File: src/rtl/tx_serial_8n1.sv
// 8N1 UART transmitter: one byte per start pulse, LSB first, CLKS_PER_BIT clocks per bit.
// Latency: the line falls on the same edge that samples partida; frame lasts 10*CLKS_PER_BIT cycles plus a one-cycle FINAL.
// Backpressure: ocupado high while a frame is on the line; partida is ignored then (no queueing).
module tx_serial_8n1 #(
    parameter int CLKS_PER_BIT = 434
) (
    input  logic       clock,
    input  logic       reset,
    input  logic       partida,
    input  logic [7:0] dados,
    output logic       saida_serial,
    output logic       ocupado,
    output logic       pronto
);

    localparam int               CNT_W    = $clog2(CLKS_PER_BIT);
    localparam logic [CNT_W-1:0] CNT_LAST = CNT_W'(CLKS_PER_BIT - 1);

    typedef enum logic [2:0] {
        REPOUSO,
        PARTIDA,
        DADOS,
        PARADA,
        FINAL
    } state_t;

    state_t           state;
    logic [CNT_W-1:0] baud_cnt;
    logic [2:0]       bit_idx;
    logic [7:0]       shift_reg;
    logic             bit_end;

    assign bit_end = (baud_cnt == CNT_LAST);

    // Outputs are written alongside the state so they reflect the state being entered.
    always_ff @(posedge clock or posedge reset) begin
        if (reset) begin
            state        <= REPOUSO;
            saida_serial <= 1'b1;
            ocupado      <= 1'b0;
            pronto       <= 1'b0;
            baud_cnt     <= '0;
            bit_idx      <= '0;
            shift_reg    <= '0;
        end else begin
            case (state)
                REPOUSO, FINAL: begin
                    baud_cnt <= '0;
                    bit_idx  <= '0;
                    pronto   <= 1'b0;
                    if (partida) begin
                        shift_reg    <= dados;
                        state        <= PARTIDA;
                        saida_serial <= 1'b0;
                        ocupado      <= 1'b1;
                    end else begin
                        state        <= REPOUSO;
                        saida_serial <= 1'b1;
                        ocupado      <= 1'b0;
                    end
                end

                PARTIDA: begin
                    if (bit_end) begin
                        state        <= DADOS;
                        baud_cnt     <= '0;
                        bit_idx      <= '0;
                        saida_serial <= shift_reg[0];
                    end else begin
                        baud_cnt <= baud_cnt + CNT_W'(1);
                    end
                end

                DADOS: begin
                    if (bit_end) begin
                        baud_cnt <= '0;
                        if (bit_idx == 3'd7) begin
                            state        <= PARADA;
                            bit_idx      <= '0;
                            saida_serial <= 1'b1;
                        end else begin
                            bit_idx      <= bit_idx + 3'd1;
                            saida_serial <= shift_reg[bit_idx + 3'd1];
                        end
                    end else begin
                        baud_cnt <= baud_cnt + CNT_W'(1);
                    end
                end

                PARADA: begin
                    if (bit_end) begin
                        state        <= FINAL;
                        baud_cnt     <= '0;
                        saida_serial <= 1'b1;
                        ocupado      <= 1'b0;
                        pronto       <= 1'b1;
                    end else begin
                        baud_cnt <= baud_cnt + CNT_W'(1);
                    end
                end

                default: begin
                    state        <= REPOUSO;
                    saida_serial <= 1'b1;
                    ocupado      <= 1'b0;
                    pronto       <= 1'b0;
                    baud_cnt     <= '0;
                    bit_idx      <= '0;
                end
            endcase
        end
    end

endmodule

File: config.mk
export PLATFORM = sky130hd
export DESIGN_NAME = tx_serial_8n1
export DESIGN_NICKNAME = d
export VERILOG_FILES = /design/src/rtl/tx_serial_8n1.sv
export SDC_FILE = /design/constraint.sdc
export NUM_CORES = 1
export LEC_CHECK = 0
export ABC_AREA = 1
export BUFFER_PORTS_ARGS = -buffer_cell sky130_fd_sc_hd__buf_2
export CAP_MARGIN = 20
export CORE_AREA = 2 2 52 54
export DETAILED_ROUTE_END_ITERATION = 7
export DIE_AREA = 0 0 54 56
export PLACE_DENSITY = 0.73
export SKIP_LAST_GASP = 1
export SLEW_MARGIN = 20
export SYNTH_ARGS = -nofsm -noshare
export SYNTH_HDL_FRONTEND = slang
export SYNTH_SLANG_ARGS = --single-unit
File: constraint.sdc
create_clock -name clock -period 1.88 [get_ports clock]
set_input_delay 0.094 -clock clock [delete_from_list [all_inputs] [get_ports clock]]
set_output_delay 0.094 -clock clock [all_outputs]
set_load 0.02 [all_outputs]
# After elaboration in Yosys (flattened, before gate mapping)
# Index checks and enable logic that the tools add are counted.
# totals
out_inout_bits	3
ff_bits	26
inputBits	11
elab_cells	55
# op_classes
mux	24
n_bitwise	2
n_reduce_logical	9
order_cmp	1
addsub	2
eq_ne	10
# ops
operator	count
3-bit two-way mux	7
9-bit two-way mux	2
3-bit case mux with 4 select lines	1
9-bit by 1-bit adder with 9-bit output (second input constant)	1
9-bit == test (second input constant)	1
1-bit two-way mux	9
3-bit case mux with 3 select lines	1
2-bit inequality test (second input constant)	4
3-bit by 2-bit == test with 1-bit output (second input constant)	2
3-bit == test (second input constant)	2
3-bit AND reduction	2
3-bit by 4-bit < comparator with 1-bit output (second input constant)	1
1-bit case mux with 4 select lines	1
2-bit AND reduction	2
4-bit AND reduction	1
2-bit OR reduction	2
3-bit by 1-bit adder with 3-bit output (second input constant)	1
1-bit binary-select mux with 3-bit select	1
3-bit by 1-bit == test with 1-bit output (second input constant)	1
3-bit logical NOT	1
1-bit case mux with 3 select lines	1
3-bit OR reduction	1
1-bit inverter	2
1-bit case mux with 2 select lines	1

# Logic depth before layout (Yosys ltp)
# Gate-level depths: netlist of the first run.
# depth
ltp_word	6
ltp_mapped	11
mapped_depth_nobuf	11

# Worst setup path before layout of the first run
# Ideal clock, no wire load.
# synth_timing
path_type	reg2reg
from	register bit_idx[0]
to	register saida_serial
setup_ns	0.073
period_less_slack_ns	1.412
required_ns	1.807
path_stages_with_launch	9
path_slack_ns	0.468
t_arrival_ns	1.339
path_buffers	0
path_cell_list	dfrtp_1 -> ha_1 -> ha_1 -> inv_1 -> nand3_1 -> nand3_1 -> nand3_1 -> nand2_1 -> a21oi_1
# synth_between
elab_chain_cells	6
word_cells_on_any_way	7
cone_classes	add/sub (1); eq/ne (1); mux (5)
# synth_lines
item	line	text
start: declaration	29	logic [2:0] bit_idx;
start signal: assignment	82	bit_idx <= bit_idx + 3'd1;
3-bit by 1-bit adder with 3-bit output	83	saida_serial <= shift_reg[bit_idx + 3'd1];
1-bit binary-select mux with 3-bit select	83	
1-bit two-way mux (not written as such)	83	
1-bit two-way mux *	77	if (bit_idx == 3'd7) begin
1-bit two-way mux *	75	if (bit_end) begin
1-bit case mux with 4 select lines *	46	case (state)
end signal: assignment	68	saida_serial <= shift_reg[0];
end signal: assignment	83	
end: declaration	11	output logic saida_serial,
# Mark *: on every way between the ends. The rest lies on a longest branch, timed or not. The select of a mux whose other input is x is not followed.
# A chain may end at the register's enable or synchronous reset.

# Worst setup path after layout of the first run
# Same ends and word-level chain as after synthesis.

==> out/metrics.csv, run 1 <==
metric;value;unit
worst_path_max_delay_cell;sky130_fd_sc_hd__dfrtp_1;
fin_crit;1.57;ns
ys_dominant_reg_cell;sky130_fd_sc_hd__dfrtp_1;
syn-cell-area;1300;um2
die_area;3020;um2
synthDominantAreaCellType;sky130_fd_sc_hd__dfrtp_1;
detailedRoute.firstIterationViolations;8;
internal-power;0.000662;W
track_usage;18.0;%
number_of_fill_cells_in_the_layout;213;
critical_path.top_delay_family;adder cells;
power.combinational.fraction;4.1;%
static-leakage-power;0.764;nW
synth_fp_nets;156;
clock_path_buffers;2;
starting_utilization_of_the_core_area;53.5;%
setup.worst_path.end_class;register;
power_per_cell_area;552;nW/um2
critPathCapture;saida_serial;
finish.utilization;62.2;%
detail_route.drc_violations;0;
tritoncts;done;
crit_cells;8;
layout_worst_path_cycle_share;83.3;%
synth_async_sr_flop_share;100;%
synth.most_common_cell;sky130_fd_sc_hd__nand2_1;
design_area;1510;um2
synth_warnings;0;
netSwitchingFraction;20.7;%
pwr-share-seq;67.0;%
net_load_switching_power;0.000173;W
fraction_of_layout_cells_with_a_size_suffix_above_1;24.7;%
port-buffer-count;13;
insertion_delay;0.31;ns
seq_area_frac_synth;50.1;%
worstSetupPathType;register to register;
htreeDepth;1;
synth_largest_type_area_fraction;48.1;%
report.final.slew_viol_count;0;
clockPowerShare;28.9;%
rsz0062_at_grt;no;
r2r.worst_path.cells;8;
status;completed;
drt-pass1-iter-count;2;
detail-route-antenna-nets;0;
io_pins;14;
cts_made_buffers;3;
place_area;1410;um2
fmax;639;MHz
number_of_synthesized_flops_with_an_enable_pin;0;
wp_data_required;2.14;ns
worstReg2RegStart;bit_idx[0];
path_cells;ha_1 -> ha_1 -> inv_1 -> nand3_1 -> nand3_1 -> nand3_1 -> nand2_1 -> a21oi_1;
clock_sink_count;26;
timing.critical_path.from;bit_idx[0];
synthCells;141;
timing.critical_path.buf_inv;1;
timing_hold_violations_final;0;
synthesis.area_per_instance;9.23;um2
largest_reg_flops;9;
reg2reg_setup_slack;0.31;ns
die_x;54;um
diodes;0;
globalRoute.totalOverflow;0;
vdd_drop_max;0.411;mV
max_slew_margin;68.1;%
largest_net_degree_at_the_start_of_global_routing;16;
finalClockSkew;0.00139;ns
instances_no_fill;196;
finish.net_count;182;
avgRoutedWirePerCell;11.4;um
flow.area_growth_from_synthesis;16.2;%
cts.repair_timing.setup_buffer_count;0;
core;2430;um2
ctsRootBufferMaster;sky130_fd_sc_hd__clkbuf_4;
aggregate_negative_setup_slack;0;ns
global_route_wire_length_before_repair;4080;um
worst-slew-pin-transition;0.477;ns
clk_pin_slew;0.13;ns
netlist-cell-type-count;25;
timing.critical_path.slowest_cell_delay;0.47;ns
timing.critical_path.mode_cell;sky130_fd_sc_hd__nand3_1;
critical_path.max_fanout;7;
crit_arrival;1.82;ns
grt_antenna_before_repair;0;
finalWirelength;2240;um
synth_common_cells;29 x sky130_fd_sc_hd__nand2_1, 25 x sky130_fd_sc_hd__dfrtp_1, 18 x sky130_fd_sc_hd__nor2_1;
r2r_end;saida_serial;
via_count;973;
finalSetupViolations;0;
grt_pass1_vias;1010;
dp_hpwl;1780;um
drv_cap;0;
die_h;56;um
post_synth_main_area_contributors;sky130_fd_sc_hd__dfrtp_1 48%, sky130_fd_sc_hd__nand2_1 8.4%, sky130_fd_sc_hd__mux2_2 6.9%;
timing.critical_path.from_type;register;
fp-row-count;18;
gp_congestion;0.772;
number_of_instances_in_the_placed_design;184;
avgViaCountPerCell;4.96;
timing.hold.worst.class;primary input to register;
synth_seq_cells;26;
==> metrics by stage <==
stage / hold WS, ns / total power (W) / setup WS (ns)
after floorplan: 0.133 / 0.000578 / 0.468
after global placement: 0.103 / 0.000592 / 0.404
after detailed placement: 0.123 / 0.000593 / 0.337
after CTS: 0.0145 / 0.000845 / 0.295
after global routing: 0.0273 / 0.000868 / 0.146
final: 0.0111 / 0.000835 / 0.314
==> cells by family (layout without fill, tap and decap cells) <==
logic type,count (synthesis),count (layout),synth area share (%)
and+or+nand+nor,71,71,26.5
DFF,26,26,50.1
buffers and inverters,18,43,5.29
AOI/OAI and AO/OA,10,10,4.62
muxes,8,8,6.92
adders and majority gates,4,4,3.85
xor gates and xnor gates,4,4,2.69
==> layout by cell type, fill, tap and decap left out <==
master,instances
sky130_fd_sc_hd__dfrtp_1,25
sky130_fd_sc_hd__inv_2,3
sky130_fd_sc_hd__nand2_2,3
sky130_fd_sc_hd__dfstp_2,1
sky130_fd_sc_hd__nand2_1,29
sky130_fd_sc_hd__nor3_1,3
sky130_fd_sc_hd__xor2_1,2
sky130_fd_sc_hd__nor3_2,1
sky130_fd_sc_hd__dlygate4sd3_1,8
sky130_fd_sc_hd__nand3_1,9
sky130_fd_sc_hd__buf_4,1
sky130_fd_sc_hd__nor2_2,2
sky130_fd_sc_hd__clkbuf_1,1
sky130_fd_sc_hd__clkbuf_4,3
sky130_fd_sc_hd__clkinv_1,1
sky130_fd_sc_hd__o21ai_2,2
sky130_fd_sc_hd__mux2_2,8
sky130_fd_sc_hd__a22oi_1,1
sky130_fd_sc_hd__nand4_1,1
sky130_fd_sc_hd__a21oi_1,3
sky130_fd_sc_hd__nor2_8,1
sky130_fd_sc_hd__inv_1,13
sky130_fd_sc_hd__nor2_1,18
sky130_fd_sc_hd__ha_1,4
sky130_fd_sc_hd__buf_2,13
sky130_fd_sc_hd__nor2_4,3
sky130_fd_sc_hd__o21ai_1,4
sky130_fd_sc_hd__xnor2_1,2
sky130_fd_sc_hd__nand3b_1,1
==> how the worst min path moves through the flow <==
stage          startpoint            to  slack, ns  cells past startpoint
2_1_floorplan       reset   baud_cnt[0]       0.13                      1
4_1_cts          dados[6]  shift_reg[6]       0.01                      2
3_5_place_dp        reset  shift_reg[6]       0.12                      2
5_1_grt          dados[6]  shift_reg[6]       0.03                      2
3_3_place_gp        reset  shift_reg[3]       0.10                      2
6_report         dados[6]  shift_reg[6]       0.01                      2
==> power by group through the flow <==
stage	Sequential, W	Clock, W	Combinational, W
after floorplan	0.000570	0	0.00000847
after global placement	0.000570	0	0.0000221
after detailed placement	0.000570	0	0.0000231
after CTS	0.000559	0.000250	0.0000356
after global routing	0.000560	0.000269	0.0000388
final	0.000559	0.000241	0.0000340
==> cell type report <==
type,instances,area (um2),area share [%]
sequential,26,652,43.1
multi-input combinational,97,581,38.4
timing repair buffer,22,153,10.1
inverter,17,63.8,4.22
tap,30,37.5,2.48
clock buffer,4,26.3,1.74
==> layer usage <==
metal  up-vias  global-route usage, %  routed length (um)
li1        500                      -                   -
met1       453                   23.1                1030
met2        15                   30.1                1110
met3         5                   2.42                  62
met4         0                   6.43                  38
met5         -                      0                   0
==> worst register-to-register path, cell delays in order (launching register included) <==
cell	delay, ns
sky130_fd_sc_hd__dfrtp_1	0.47
sky130_fd_sc_hd__ha_1	0.23
sky130_fd_sc_hd__ha_1	0.33
sky130_fd_sc_hd__inv_1	0.07
sky130_fd_sc_hd__nand3_1	0.08
sky130_fd_sc_hd__nand3_1	0.08
sky130_fd_sc_hd__nand3_1	0.08
sky130_fd_sc_hd__nand2_1	0.05
sky130_fd_sc_hd__a21oi_1	0.12
==> repair_timing <==
item                                    CTS  global route
resized for setup                         0             0
endpoints found under the hold margin    18             0
endpoints found under the setup margin    0             0
hold buffers                              8             0
(Power assumes the default switching activity.)
==> inputs of run 2 (changes only) <==
--- a/config.mk
+++ b/config.mk
@@ -8,10 +8,10 @@
 export ABC_AREA = 1
 export BUFFER_PORTS_ARGS = -buffer_cell sky130_fd_sc_hd__buf_2
 export CAP_MARGIN = 20
-export CORE_AREA = 2 2 52 54
+export CORE_AREA = 2 2 54 56
 export DETAILED_ROUTE_END_ITERATION = 7
-export DIE_AREA = 0 0 54 56
-export PLACE_DENSITY = 0.73
+export DIE_AREA = 0 0 56 58
+export PLACE_DENSITY = 0.71
 export SKIP_LAST_GASP = 1
 export SLEW_MARGIN = 20
 export SYNTH_ARGS = -nofsm -noshare
==> constraint.sdc (replaced) <==
create_clock -name clock -period 1.3 [get_ports clock]
set_input_delay 0.065 -clock clock [delete_from_list [all_inputs] [get_ports clock]]
set_output_delay 0.065 -clock clock [all_outputs]
set_load 0.02 [all_outputs]
==> run 2 against run 1 <==
Effect of this change: the flow now finishes with violations (negative setup slack); non-clock buffer count grew 18; cell area increased by 17%; total power is 45% higher; register-to-register slack worse by 0.45 ns; clock skew rose by 0.0042 ns; critical path type unchanged; clock power up 46%; routed wire length rose by 22%; sequential power up 45%.
==> out/metrics.csv, run 2 (synthesis results as in run 1) <==
metric;value;unit;change
timing.critical_path.buf_inv;2;;+1
finish.utilization;66.7;%;+4.5 points
power_per_cell_area;682;nW/um2;+24%
internal-power;0.000959;W;+45%
setup.worst_path.end_class;register;;
flow.area_growth_from_synthesis;36.5;%;
finalClockSkew;0.00564;ns;+0.00425 ns
finalSetupViolations;10;;+10
violated_checks;negative setup slack;;
max_slew_margin;77.3;%;+9.1 points
critical_path.top_delay_family;simple AND/OR/NAND/NOR gates;;
number_of_fill_cells_in_the_layout;217;;+1.9%
global_route_wire_length_before_repair;4500;um;+10%
core;2660;um2;+9.5%
largest_net_degree_at_the_start_of_global_routing;27;;+11
report.final.slew_viol_count;0;;unchanged
clock_path_buffers;2;;unchanged
timing.critical_path.from_type;register;;
ctsRootBufferMaster;sky130_fd_sc_hd__clkbuf_4;;
pwr-share-seq;66.7;%;-0.3 points
largest_reg_flops;9;;unchanged
fp-row-count;19;;+1
netSwitchingFraction;20.9;%;+0.18 points
gp_congestion;0.859;;+11%
instances_no_fill;215;;+9.7%
finalWirelength;2740;um;+22%
avgRoutedWirePerCell;12.7;um;+11%
diodes;0;;unchanged
worst-slew-pin-transition;0.341;ns;-0.136 ns
starting_utilization_of_the_core_area;48.9;%;-4.6 points
fraction_of_layout_cells_with_a_size_suffix_above_1;45.1;%;+20 points
timing.critical_path.mode_cell;sky130_fd_sc_hd__nor2_4;;
detail-route-antenna-nets;0;;unchanged
globalRoute.totalOverflow;0;;unchanged
global_route.usage.met2;32.6;%;+2.5 points
worstSetupPathType;register to register;;
grtUsageMet1;20.8;%;-2.3 points
io_pins;14;;unchanged
static-leakage-power;0.888;nW;+16%
clockPowerShare;28.9;%;about the same
gr_busiest_metal;met2;;
crit_arrival;1.65;ns;-0.17 ns
power.combinational.fraction;4.3;%;+0.2 points
grt_antenna_before_repair;0;;unchanged
net_load_switching_power;0.000253;W;+47%
multi_input_area;693;um2;+19%
track_usage;17.8;%;-0.15 points
status;complete, but fails checks;;
groute.layer.met3.usage;2.23;%;-0.19 points
most_frequent_cells_in_the_layout;25 x sky130_fd_sc_hd__dfrtp_1, 24 x sky130_fd_sc_hd__nand2_1, 16 x sky130_fd_sc_hd__nor2_1, 16 x sky130_fd_sc_hd__buf_4, 13 x sky130_fd_sc_hd__buf_2;;
grt_pass1_vias;1064;;+5.3%
die_x;56;um;+3.7%
path_cells;inv_1 -> ha_2 -> inv_2 -> nor2_2 -> nand2_2 -> nor2_4 -> nor2_4 -> nor2_8 -> nand2_4 -> nand2_1 -> o21ai_2;;
place_area;1520;um2;+8.1%
port-buffer-count;13;;unchanged
hold_slack;0.139;ns;+0.128 ns
via_count;1076;;+11%
timing.critical_path.slowest_cell_delay;0.40;ns;-0.07 ns
worst_path_max_delay_cell;sky130_fd_sc_hd__dfrtp_1;;
critical_path.max_fanout;4;;-3
dp_hpwl;1850;um;+4.1%
detail_route.drc_violations;0;;unchanged
drv_cap;0;;unchanged
avgViaCountPerCell;5.00;;+0.81%
clk_pin_slew;0.14;ns;about the same
clock_sink_count;26;;unchanged
placement.setup.worst_slack;-0.0928;ns;-0.430 ns
worst_case_setup_margin_in_the_final_layout;-0.132;ns;-0.446 ns
wp_data_required;1.52;ns;-0.62 ns
die_h;58;um;+3.6%
number_of_instances_in_the_placed_design;198;;+7.6%
detailedRoute.firstIterationViolations;21;;+13
tritoncts;done;;
layout_worst_path_cycle_share;110;%;+27 points
finish.net_count;200;;+9.9%
vdd_drop_max;0.571;mV;+39%
layout.cells.most_common;sky130_fd_sc_hd__dfrtp_1;;
die_area;3250;um2;+7.4%
htreeDepth;1;;unchanged
cts_made_buffers;3;;unchanged
fmax;698;MHz;+9.3%
timing.hold.worst.class;primary input to register;;
drt-pass1-iter-count;4;;+2
rsz0062_at_grt;yes;;
regArea;652;um2;unchanged
design_area;1780;um2;+17%
timing_hold_violations_final;0;;unchanged
insertion_delay;0.32;ns;about the same
fin_crit;1.43;ns;-0.134 ns
==> run 2: cell types whose count changed in the layout (fill, tap and decap cells not counted), sizes merged <==
cell	before	now
clkinv	1	0
inv	16	17
buf	14	31
dlygate4sd3	8	9
==> run 2: final cells by class <==
type	instances	share of cell area, %
tap	31	2.18
multi-input combinational	97	39.0
inverter	17	3.87
clock buffer	4	1.48
sequential	26	36.7
timing repair buffer	40	16.8
==> run 2: worst register-to-register path, delay by kind of cell, from the launching register on <==
kind	cells	cell delay (ns)
fa+ha+maj	1	0.16
simple gates	7	0.64
flops	1	0.40
buf+inv	2	0.09
compound gates	1	0.05
==> run 2: worst paths after layout <==
path,from,to,slack [ns],cells past startpoint
setup / recovery,baud_cnt[1],pronto,-0.13,11
hold reg to reg,pronto,pronto,0.50,2
max in group asynchronous,reset,saida_serial,0.67,4
min in group asynchronous,reset,shift_reg[4],0.32,4
hold / removal,partida,ocupado,0.14,4
setup reg to reg,baud_cnt[1],pronto,-0.13,11
==> run 2: metal layers <==
layer | vias up | share of wire [%]
met3 | 5 | 1.8
met2 | 14 | 56
li1 | 533 | -
met1 | 524 | 41
met4 | 0 | 1.4
met5 | - | 0
==> run 2: power by group through the flow <==
stage / Combinational, W / Sequential [W] / Clock, W
6_report: 0.0000526 / 0.000809 / 0.000351
5_1_grt: 0.0000604 / 0.000809 / 0.000398
4_1_cts: 0.0000533 / 0.000809 / 0.000364
3_5_place_dp: 0.0000330 / 0.000824 / 0
3_3_place_gp: 0.0000315 / 0.000824 / 0
2_1_floorplan: 0.0000123 / 0.000824 / 0
==> run 2: timing repair <==
item | in CTS | in global routing
resized for setup | 9 | 22
pin swaps | 4 | 13
cloned | 0 | 0
setup endpoints to repair | 10 | 17
hold buffers | 9 | 0
hold endpoints to repair | 33 | 0
setup buffers | 0 | 5
==> run 2: metrics by stage <==
step	setup TNS (ns)	power (W)
after floorplan	-0.128	0.000836
after global placement	-0.191	0.000856
after detailed placement	-0.339	0.000857
after CTS	-0.505	0.00123
after global routing	-1.82	0.00127
final	-0.716	0.00121
